$ cat config.mk
export PLATFORM = sky130hd
export DESIGN_NAME = frame_blitter
export DESIGN_NICKNAME = d
export VERILOG_FILES = /design/src/rtl/frame_blitter.sv
export SDC_FILE = /design/constraint.sdc
export NUM_CORES = 1
export LEC_CHECK = 0
export BUFFER_PORTS_ARGS = -buffer_cell sky130_fd_sc_hd__buf_2
export CAP_MARGIN = 20
export CORE_MARGIN = 2
export CORE_UTILIZATION = 60
export DETAILED_ROUTE_END_ITERATION = 10
export PLACE_DENSITY = 0.81
export SKIP_LAST_GASP = 1
export SYNTH_ARGS = -nofsm -noshare
export SYNTH_HDL_FRONTEND = slang
export SYNTH_SLANG_ARGS = --single-unit
$ cat constraint.sdc
create_clock -name iClock -period 4.78 [get_ports iClock]
set_input_delay 0.956 -clock iClock [delete_from_list [all_inputs] [get_ports iClock]]
set_output_delay 0.956 -clock iClock [all_outputs]
set_load 0.005 [all_outputs]
$ cat src/rtl/frame_blitter.sv
// Raster-order image blitter: sweeps an IMG_W x IMG_H frame ROM and emits one clipped,
// optionally colour-keyed pixel per clock to the VGA adapter, with a busy/done handshake.
module frame_blitter #(
    parameter int unsigned IMG_W      = 160,
    parameter int unsigned IMG_H      = 120,
    parameter int unsigned SCR_W      = 160,
    parameter int unsigned SCR_H      = 120,
    parameter int unsigned COLOUR_W   = 3,
    parameter int unsigned ADDR_W     = 15,
    parameter int unsigned NUM_FRAMES = 7,
    parameter int unsigned FSEL_W     = 3,
    parameter int unsigned ROM_LAT    = 1,
    parameter int unsigned KEY_EN     = 0,
    parameter logic [COLOUR_W-1:0] KEY_COLOUR = '0
) (
    input  logic                           iClock,
    input  logic                           iReset,
    input  logic                           iStart,
    input  logic                           iAbort,
    input  logic [FSEL_W-1:0]              iFrame,
    input  logic [7:0]                     iX0,
    input  logic [6:0]                     iY0,
    output logic [ADDR_W-1:0]              oAddr,
    input  logic [NUM_FRAMES*COLOUR_W-1:0] iRomData,
    output logic [7:0]                     oX,
    output logic [6:0]                     oY,
    output logic [COLOUR_W-1:0]            oColour,
    output logic                           oPlot,
    output logic                           oBusy,
    output logic                           oDone
);
    localparam int unsigned N     = IMG_W * IMG_H;
    localparam int unsigned COL_W = (IMG_W > 1) ? $clog2(IMG_W) : 1;
    localparam int unsigned ROW_W = (IMG_H > 1) ? $clog2(IMG_H) : 1;
    localparam int unsigned FL_W  = $clog2(ROM_LAT + 1);

    typedef enum logic [1:0] {StIdle, StDraw, StFlush, StDone} state_e;

    state_e              state_q, state_d;
    logic [ADDR_W-1:0]   addr_q, addr_d;
    logic [COL_W-1:0]    col_q, col_d;
    logic [ROW_W-1:0]    row_q, row_d;
    logic [FSEL_W-1:0]   frame_q, frame_d;
    logic [7:0]          x0_q, x0_d;
    logic [6:0]          y0_q, y0_d;
    logic [FL_W-1:0]     flush_q, flush_d;

    logic [ROM_LAT-1:0]  vld_q;
    logic [COL_W-1:0]    col_pipe_q [ROM_LAT];
    logic [ROW_W-1:0]    row_pipe_q [ROM_LAT];

    logic [7:0]          x_q;
    logic [6:0]          y_q;
    logic [COLOUR_W-1:0] colour_q;
    logic                plot_q;

    logic                abort_clr;
    logic [COLOUR_W-1:0] rom_colour;
    logic [8:0]          x_sum;
    logic [7:0]          y_sum;
    logic                pix_vis;

    assign abort_clr = iAbort && (state_q == StDraw || state_q == StFlush);

    always_comb begin
        state_d = state_q;
        addr_d  = addr_q;
        col_d   = col_q;
        row_d   = row_q;
        frame_d = frame_q;
        x0_d    = x0_q;
        y0_d    = y0_q;
        flush_d = flush_q;
        unique case (state_q)
            StIdle: begin
                if (iStart) begin
                    state_d = StDraw;
                    addr_d  = '0;
                    col_d   = '0;
                    row_d   = '0;
                    frame_d = iFrame;
                    x0_d    = iX0;
                    y0_d    = iY0;
                    flush_d = '0;
                end
            end
            StDraw: begin
                if (addr_q == ADDR_W'(N - 1)) begin
                    state_d = StFlush;
                    flush_d = '0;
                end else begin
                    addr_d = addr_q + ADDR_W'(1);
                    if (col_q == COL_W'(IMG_W - 1)) begin
                        col_d = '0;
                        row_d = row_q + ROW_W'(1);
                    end else begin
                        col_d = col_q + COL_W'(1);
                    end
                end
            end
            StFlush: begin
                if (flush_q == FL_W'(ROM_LAT)) state_d = StDone;
                else                           flush_d = flush_q + FL_W'(1);
            end
            StDone:  state_d = StIdle;
            default: state_d = StIdle;
        endcase
        if (abort_clr) state_d = StIdle;
    end

    always_ff @(posedge iClock or posedge iReset) begin
        if (iReset) begin
            state_q <= StIdle;
            addr_q  <= '0;
            col_q   <= '0;
            row_q   <= '0;
            frame_q <= '0;
            x0_q    <= '0;
            y0_q    <= '0;
            flush_q <= '0;
        end else begin
            state_q <= state_d;
            addr_q  <= addr_d;
            col_q   <= col_d;
            row_q   <= row_d;
            frame_q <= frame_d;
            x0_q    <= x0_d;
            y0_q    <= y0_d;
            flush_q <= flush_d;
        end
    end

    // Delay line aligning pixel coordinates with the ROM read latency.
    always_ff @(posedge iClock or posedge iReset) begin
        if (iReset) begin
            vld_q <= '0;
            for (int i = 0; i < ROM_LAT; i++) begin
                col_pipe_q[i] <= '0;
                row_pipe_q[i] <= '0;
            end
        end else begin
            if (abort_clr) begin
                vld_q <= '0;
            end else begin
                vld_q[0] <= (state_q == StDraw);
                for (int i = 1; i < ROM_LAT; i++) vld_q[i] <= vld_q[i-1];
            end
            col_pipe_q[0] <= col_q;
            row_pipe_q[0] <= row_q;
            for (int i = 1; i < ROM_LAT; i++) begin
                col_pipe_q[i] <= col_pipe_q[i-1];
                row_pipe_q[i] <= row_pipe_q[i-1];
            end
        end
    end

    // Out-of-range frame indices match no slice and read as colour 0.
    always_comb begin
        rom_colour = '0;
        for (int f = 0; f < NUM_FRAMES; f++) begin
            if (frame_q == FSEL_W'(f)) rom_colour = iRomData[f*COLOUR_W +: COLOUR_W];
        end
    end

    assign x_sum   = 9'(x0_q) + 9'(col_pipe_q[ROM_LAT-1]);
    assign y_sum   = 8'(y0_q) + 8'(row_pipe_q[ROM_LAT-1]);
    assign pix_vis = vld_q[ROM_LAT-1] && (32'(x_sum) < SCR_W) && (32'(y_sum) < SCR_H) &&
                     !((KEY_EN != 0) && (rom_colour == KEY_COLOUR));

    always_ff @(posedge iClock or posedge iReset) begin
        if (iReset) begin
            x_q      <= '0;
            y_q      <= '0;
            colour_q <= '0;
            plot_q   <= 1'b0;
        end else begin
            plot_q <= pix_vis && !abort_clr;
            if (vld_q[ROM_LAT-1]) begin
                x_q      <= x_sum[7:0];
                y_q      <= y_sum[6:0];
                colour_q <= rom_colour;
            end
        end
    end

    assign oAddr   = addr_q;
    assign oX      = x_q;
    assign oY      = y_q;
    assign oColour = colour_q;
    assign oPlot   = plot_q;
    assign oBusy   = (state_q != StIdle);
    assign oDone   = (state_q == StDone);
endmodule
==> flow_summary.yaml, run 1 <==
power:
  ir_drop_uv: 243
  switching_share_pct: 35.4
  power.density_nw_per_um2: 513
  p_seq_share_pct: 43.2
  p_leak_nw: 2.37
  p_comb_share_pct: 36.7
  clockPowerShare_pct: 20.1
  switching_power_uw: 894
  intPower_mw: 1.63
setup_path:
  slowest_delay_ns: 0.53
  critPathSlowestCell: "a21oi_2"
  critPathLaunchType: "flip-flop"
  worstSetupPathType: "reg2reg"
  endpoint_kind: "flip-flop"
  cp_data_arrival_time_ns: 2.80
  worstPathMaxFanout: 15
  required_ns: 5.06
  cp.buffers_inverters: 1
  cpLargestDelayFamily: "compound AO/OA/AOI/OAI gates"
  path_cells: "inv_1, ha_1, o21bai_1, a21oi_2, nand2_2, or3_1, a21oi_1"
logic_synthesis:
  ys.flop_type: "dfrtp_1"
  synth_top_area_share_pct: 50.8
  syn_area_um2: 4240
  synth_async_sr_flop_share_pct: 100
  yosys.cell_types.count: 47
  synth-seq-area-share_pct: 50.8
  synth_edf_count: 0
  yosys_warnings: 0
  yosys-top-cells-area: "dfrtp_1 (51%), mux2_2 (8.5%), ha_1 (6.5%), xnor2_1 (2.7%), nor2_1 (2.7%)"
  synth_fp_nets: 444
  synth_area_leader_cell: "dfrtp_1"
  syn-instance-count: 377
  synth_seq_cells: 86
  syn-mean-instance-area_um2: 11.2
clocking:
  cts.path.max_buffers: 2
  cts_resized: 0
  cts_setup_buffers: 0
  cts.sinks: 86
  cts_root_buffer: "clkbuf_8"
  postCtsHoldBufs: 0
  clk_latency_ns: 0.35
  htree_levels: 3
  tritoncts: "done"
  path_clk_slew_ns: 0.08
  numCtsBuffers: 9
drt:
  drtIter0Drc: 184
  vias: 3144
  drt_wl_total_um: 8620
  postRouteAntennaNets: 0
  viasPerCell: 5.62
  drc: 0
  wire_per_inst_um: 15.4
  first_pass_iters: 4
timing:
  rsz0062_at_grt: "false"
  slew_viol_final: 0
  hold_violations: 0
  whs_ns: 0.408
  fin_crit_ns: 2.52
  fmax_mhz: 397
  fin_skew_ns: 0.00943
  final.period_utilization_pct: 52.7
  worst_pin_slew_ns: 0.904
  setup-violations-final: 0
  setup-tns-final_ns: 0
  slew_headroom_pct: 39.7
layout:
  insertedDiodeCount: 0
  syn2layout_area_growth_pct: 16.1
  layout_common_cells: "dfrtp_1 (86), buf_2 (78), mux2_2 (32)"
  final_core_util_pct: 72.1
  fin_nets: 525
  final_common_cell: "dfrtp_1"
  drive_gt1_share_pct: 29.8
global_routing:
  grt_usage_pct: 24.0
  grt_pass1_wl_um: 14200
  grt_pass1_vias: 3113
  grt_max_degree: 53
  grt.overflow.total: 0
  antenna_found_initial: 0
placed_design:
  gp_congestion: 0.847
  port-buffer-count: 78
  post-dp-hpwl_um: 6370
die:
  placementRows: 30
  die_h_um: 88.0
  io_pins: 79
  die_x_um: 88.0
  initial_utilization_pct: 62.0
  core-area_um2: 6830
  die_area_um2: 7750
flow_run:
  maxCapViolations: 0
worst_hold_path:
  hold_path_class: "reg2reg"
outcome:
  status: "completed"
## worst register-to-register path: cells and delay by family (launching register included)
family	cells	cell delay, ns
adder cells (fa/ha/maj)	1	0.43
flip-flops	1	0.43
buffers and inverters	1	0.12
AO/OA/AOI/OAI	3	0.86
AND/OR/NAND/NOR	2	0.60
## registers in the layout, indices dropped and copies added, names as in the netlist
signal and cells:
row_pipe_q 7, col_q 8, state_q 2, vld_q 1
oY 7, y0_q 7, oAddr 15, row_q 7
oColour 3, x0_q 8, oPlot 1, frame_q 3
oX 8, flush_q 1, col_pipe_q 8
## power by group through the flow
stage / sequential [mW] / combinational, mW / clock [mW]
floorplan: 1.04 / 0.697 / 0
global placement: 1.09 / 0.876 / 0
detailed placement: 1.10 / 0.928 / 0
CTS: 1.09 / 0.935 / 0.518
global route: 1.12 / 1.04 / 0.554
finish: 1.09 / 0.927 / 0.507
## cell usage after synthesis (all sizes together) (2+ instances only)
library cell and number:
o31ai 4, mux2 32, a21oi 16, nand2b 3, a211oi 2, or3 5
a21o 2, nor3 2, o21bai 2, dfrtp 86, o211ai 7, nand4 8
nor2 30, inv 14, fa 2, mux4 3, clkbuf 8, nor4 5
and3 6, nand3 17, xor2 11, o21ai 23, xnor2 13, and4 2
nand2 27, nor2b 6, mux2i 4, o21a 3, ha 22, buf 2
## cell type report
class	instances	area, µm²
sequential	86	2150
multi-input combinational	267	1990
fill	512	1910
timing repair buffer	80	405
clock buffer	11	141
tap	96	120
clock inverter	5	58.8
inverter	14	53.8
## logic make-up (layout without fill, tap and decap cells)
family,after synthesis,count (layout),synth area share [%]
adder cells (fa/ha/maj),24,24,7.44
AO/OA/AOI/OAI,66,66,9.65
XOR/XNOR,24,24,4.96
flip-flops,86,86,50.8
buffers and inverters,24,110,2.24
multiplexers,39,39,11.0
AND/OR/NAND/NOR,114,114,13.9
## per-stage QoR
stage	power [mW]	instances	instance area (µm²)	setup WS [ns]
final	2.52	559	4920	2.26
after global routing	2.71	559	4920	2.05
after CTS	2.54	559	4920	2.24
after detailed placement	2.03	543	4720	2.09
after global placement	1.97	542	4710	1.83
after floorplan	1.74	377	4240	1.60
## routing by layer
metal | vias to the layer above | GRT usage (%) | wire [µm]
li1 | 1506 | - | -
met1 | 1527 | 29.8 | 3580
met2 | 97 | 41.0 | 4320
met3 | 14 | 4.34 | 570
met4 | 0 | 11.2 | 151
met5 | - | 0 | 0
## final timing paths
check	startpoint	end	slack [ns]	cells after the start
min in group asynchronous	iReset	oY[1]	0.75	2
setup / recovery	state_q[1]	row_q[3]	2.26	7
hold reg to reg	row_q[6]	row_pipe_q[6]	0.41	0
setup reg to reg	state_q[1]	row_q[3]	2.26	7
max in group asynchronous	iReset	row_q[2]	3.07	3
hold / removal	row_q[6]	row_pipe_q[6]	0.41	0
No activity file was read; power rests on OpenSTA's default activity.
==> run 2, diff against run 1 <==
--- a/config.mk
+++ b/config.mk
@@ -5,12 +5,13 @@
 export SDC_FILE = /design/constraint.sdc
 export NUM_CORES = 1
 export LEC_CHECK = 0
+export ABC_AREA = 1
 export BUFFER_PORTS_ARGS = -buffer_cell sky130_fd_sc_hd__buf_2
 export CAP_MARGIN = 20
 export CORE_MARGIN = 2
-export CORE_UTILIZATION = 60
+export CORE_UTILIZATION = 57
 export DETAILED_ROUTE_END_ITERATION = 10
-export PLACE_DENSITY = 0.81
+export PLACE_DENSITY = 0.77
 export SKIP_LAST_GASP = 1
 export SYNTH_ARGS = -nofsm -noshare
 export SYNTH_HDL_FRONTEND = slang
==> constraint.sdc (replaced) <==
create_clock -name iClock -period 2.61 [get_ports iClock]
set_input_delay 0.522 -clock iClock [delete_from_list [all_inputs] [get_ports iClock]]
set_output_delay 0.522 -clock iClock [all_outputs]
set_load 0.005 [all_outputs]
==> flow_summary.yaml, run 2 <==
logic_synthesis:
  synth.most_common_cell: "nand2_1"
  synth_top_area_share_pct: 45.8
  yosys.cell_types.count: 34
  ys.flop_type: "dfrtp_1"
  yosys-top-cells-area: "dfrtp_1 (46%), nand2_1 (12%), ha_1 (5.9%), inv_1 (4.2%), mux2_2 (3.4%)"
  yosys_warnings: 0
  synth_fp_nets: 625
  syn_area_um2: 4700
  syn-mean-instance-area_um2: 8.43
  syn-instance-count: 558
  synth_async_sr_flop_share_pct: 100
  synth_seq_cells: 86
  netlist_top_cells_count: "nand2_1 (152), dfrtp_1 (86), inv_1 (53), nor2_1 (42), nand3_1 (31)"
  synth_area_leader_cell: "dfrtp_1"
  synth_edf_count: 0
  synth-seq-area-share_pct: 45.8
die:
  die_area_um2: 8990
  die_h_um: 94.8
  initial_utilization_pct: 58.1
  placementRows: 33
  die_x_um: 94.8
  core-area_um2: 8090
  io_pins: 79
placed_design:
  place_area_um2: 5180
  gp_congestion: 0.910
  dpl_worst_slack_ns: 0.550
  place_inst: 733
  post-dp-hpwl_um: 7550
  port-buffer-count: 78
setup_path:
  rr_worst_depth: 10
  critPathLaunchType: "flip-flop"
  endpoint_kind: "flip-flop"
  worstSetupPathType: "reg2reg"
  required_ns: 2.85
  worstPathMaxFanout: 29
  cp_data_arrival_time_ns: 2.34
global_routing:
  antenna_found_initial: 0
  grt_pass1_vias: 3798
  grt.overflow.total: 0
  grt_usage_pct: 24.5
  grt_pass1_wl_um: 17200
  grt_max_degree: 39
timing:
  slew_viol_final: 0
  setup_ws_ns: 0.510
  setup-tns-final_ns: 0
  hold_violations: 0
  fin_skew_ns: 0.0159
  fin_crit_ns: 2.10
  setup-violations-final: 0
  final.period_utilization_pct: 80.5
  fmax_mhz: 476
  rsz0062_at_grt: "false"
  slew_headroom_pct: 42.8
  worst_pin_slew_ns: 0.856
power:
  p_comb_share_pct: 40.1
  p_seq_share_pct: 40.9
  intPower_mw: 2.82
  power_mw: 4.80
  switching_share_pct: 41.2
  ir_drop_uv: 328
  p_leak_nw: 2.76
  switching_power_mw: 1.98
  power.density_nw_per_um2: 893
  clockPowerShare_pct: 18.9
drt:
  wire_per_inst_um: 13.6
  first_pass_iters: 4
  vias: 4047
  drc: 0
  postRouteAntennaNets: 0
  viasPerCell: 5.40
  drt_wl_total_um: 10200
  drtIter0Drc: 199
clocking:
  cts_setup_buffers: 0
  numCtsBuffers: 9
  htree_levels: 3
  postCtsHoldBufs: 0
  cts_root_buffer: "clkbuf_8"
  clk_latency_ns: 0.36
  cts_resized: 0
  path_clk_slew_ns: 0.09
  tritoncts: "done"
  cts.path.max_buffers: 2
  cts.sinks: 86
layout:
  final_common_cell: "nand2_1"
  largest_register_ffs: 15
  syn2layout_area_growth_pct: 14.1
  layout_common_cells: "nand2_1 (152), dfrtp_1 (86), buf_2 (78)"
  drive_gt1_share_pct: 21.3
  fin_nets: 706
  instances_no_fill: 749
  insertedDiodeCount: 0
  stdcell_area_um2: 5370
  fillers: 698
outcome:
  status: "completed"
worst_hold_path:
  hold_path_class: "in2async"
flow_run:
  maxCapViolations: 0
-- run 2: final timing paths --
kind / slack [ns] / end / start
max in group asynchronous: 1.69 / oAddr[4] / iReset
setup reg to reg: 0.51 / oAddr[3] / oAddr[0]
hold / removal: 0.26 / flush_q / iReset
setup / recovery: 0.51 / oAddr[3] / oAddr[0]
hold reg to reg: 0.42 / row_pipe_q[6] / row_q[6]
min in group iClock: 0.38 / vld_q / iAbort
-- run 2: per-layer routing --
layer  track usage, %  part of all wire [%]  wire [µm]
met2             43.7                    51       5140
met1             30.1                    44       4460
met5                0                     0          0
met3             4.47                   4.7        482
met4             7.37                  0.91         93
-- run 2: power groups by stage --
| stage | Clock (mW) | Combinational [mW] | Sequential [mW] |
|---|---|---|---|
| floorplan | 0 | 1.56 | 1.93 |
| global placement | 0 | 1.85 | 1.97 |
| detailed placement | 0 | 1.92 | 1.99 |
| CTS | 0.927 | 1.94 | 1.96 |
| global route | 0.997 | 2.21 | 2.01 |
| finish | 0.908 | 1.93 | 1.96 |
-- run 2: cell type report --
cell class,instances,area [µm²],share of cell area (%)
tap,105,131,2.45
clock buffer,10,138,2.56
multi-input combinational,403,2240,41.7
timing repair buffer,83,440,8.21
sequential,86,2150,40.1
inverter,56,214,3.99
clock inverter,6,53.8,1.00
-- run 2: kinds of logic after synthesis --
logic type	count (synthesis)	share of synthesized area (%)
fa+ha+maj	24	6.70
buf+inv	69	6.65
simple gates	279	26.3
xor+xnor	17	3.17
flops	86	45.8
mux	14	3.35
compound gates	69	8.03
-- run 2: through the flow --
step	utilization, %	hold slack (ns)
floorplan	-	0.392
global placement	64.0	0.400
detailed placement	64.0	0.411
CTS	66.3	0.274
global route	66.3	0.303
finish	66.3	0.256
-- run 2: critical path: stages (launching register included) --
cell and delay [ns]:
dfrtp_1 0.47, ha_1 0.28, nand3_2 0.17, nor3_4 0.19
nand2_2 0.11, nand2_4 0.09, nand2_4 0.07, nand2_4 0.27
inv_2 0.19, nand2_1 0.09, o21ai_1 0.06
==> run 3, diff against run 2 <==
==> constraint.sdc (replaced) <==
create_clock -name iClock -period 2 [get_ports iClock]
set_input_delay 0.4 -clock iClock [delete_from_list [all_inputs] [get_ports iClock]]
set_output_delay 0.4 -clock iClock [all_outputs]
set_load 0.005 [all_outputs]
==> flow_summary.yaml, run 3 (synthesis gave the netlist of run 2 again) <==
outcome:
  status: "completed"
global_routing:
  antenna_found_initial: 0
  grt_pass1_wl_um: 17400
  grt.overflow.total: 0
  grt_pass1_vias: 3883
  grt_max_degree: 30
  grt_usage_pct: 24.8
power:
  p_leak_nw: 2.82
  ir_drop_uv: 585
  power.density_nw_per_um2: 1200
clocking:
  numCtsBuffers: 9
  cts.sinks: 86
  path_clk_slew_ns: 0.09
  cts.path.max_buffers: 2
  tritoncts: "done"
  clk_latency_ns: 0.36
  cts_root_buffer: "clkbuf_8"
  htree_levels: 3
timing:
  slew_headroom_pct: 58.2
  whs_ns: 0.115
  setup_ws_ns: 0.158
  fin_crit_ns: 1.84
  fin_skew_ns: 0.00870
  setup-violations-final: 0
  slew_viol_final: 0
  fmax_mhz: 543
  worst_pin_slew_ns: 0.626
  final.period_utilization_pct: 92.1
  rsz0062_at_grt: "true"
  hold_violations: 0
die:
  die_area_um2: 8990
  die_h_um: 94.8
  die_x_um: 94.8
  placementRows: 33
  io_pins: 79
  initial_utilization_pct: 58.1
  core-area_um2: 8090
layout:
  stdcell_area_um2: 5480
  insertedDiodeCount: 0
  syn2layout_area_growth_pct: 16.4
  final_common_cell: "nand2_1"
  largest_register_ffs: 15
  drive_gt1_share_pct: 22.2
  fillers: 709
  fin_nets: 711
  final_core_util_pct: 67.7
  layout_common_cells: "nand2_1 (152), dfrtp_1 (85), buf_2 (78)"
drt:
  vias: 4050
  first_pass_iters: 5
  wire_per_inst_um: 13.8
  drc: 0
  drtIter0Drc: 151
  postRouteAntennaNets: 0
  drt_wl_total_um: 10400
  viasPerCell: 5.37
setup_path:
  cp_data_arrival_time_ns: 2.09
  required_ns: 2.25
  worstPathMaxFanout: 15
  r2r-end: "oAddr[7]"
  endpoint_kind: "flip-flop"
  rr_worst_depth: 10
  worstSetupPathType: "reg2reg"
  critPathLaunchType: "flip-flop"
  reg2reg_from: "oAddr[0]"
  r2r_slack_ns: 0.16
placed_design:
  post-dp-hpwl_um: 7990
  dpl_worst_slack_ns: 0.0964
  gp_congestion: 0.908
  place_area_um2: 5240
  port-buffer-count: 78
worst_hold_path:
  hold_path_class: "in2async"
flow_run:
  maxCapViolations: 0
[run 3: where the power goes]
group	leakage, nW	switching (mW)	internal, mW
Clock	0.117	0.665	0.724
Sequential	1.12	0.357	2.21
Combinational	1.58	1.58	1.06
[run 3: metal layers]
layer / track usage, % / up-vias / part of all wire, %
met5: 0 / - / 0
met2: 43.9 / 111 / 51
met3: 4.63 / 14 / 4.5
met1: 30.7 / 1921 / 43
met4: 7.25 / 0 / 1.4
li1: - / 2004 / -
[run 3: how the worst max path moves through the flow]
stage             start       end  slack (ns)
5_1_grt        oAddr[0]  col_q[0]      -0.007
4_1_cts        oAddr[0]  oAddr[5]        0.08
3_5_place_dp   oAddr[0]  oAddr[7]         0.1
2_1_floorplan  oAddr[0]  oAddr[0]        0.30
6_report       oAddr[0]  oAddr[7]        0.16
3_3_place_gp   oAddr[0]  oAddr[5]        0.18
[run 3: area by class of cell]
cell class	instances	area [µm²]	area share [%]
clock inverter	7	103	1.87
sequential	86	2150	39.3
clock buffer	9	124	2.26
inverter	56	214	3.91
tap	105	131	2.40
timing repair buffer	88	503	9.18
multi-input combinational	403	2250	41.1
[run 3: through the flow]
| step | instances | power, mW | setup TNS (ns) |
|---|---|---|---|
| floorplan | 558 | 4.55 | 0 |
| finish | 754 | 6.60 | 0 |
| global route | 754 | 7.14 | -0.00683 |
| CTS | 754 | 6.62 | 0 |
| global placement | 738 | 5.11 | 0 |
| detailed placement | 738 | 5.21 | 0 |
[run 3: timing repair]
action,in CTS,in global routing
setup buffers,0,0
resized for setup,0,3
hold buffers,0,0
setup endpoints to repair,0,20
[run 3: worst max-delay path, cell delays in order (launching register included)]
cell	delay [ns]
dfrtp_2	0.43
ha_2	0.24
nand3_2	0.15
nor3_4	0.18
nand2_2	0.11
nand2_4	0.09
nand2_4	0.07
nand2_4	0.17
inv_2	0.15
nand2_1	0.09
nand2_1	0.06
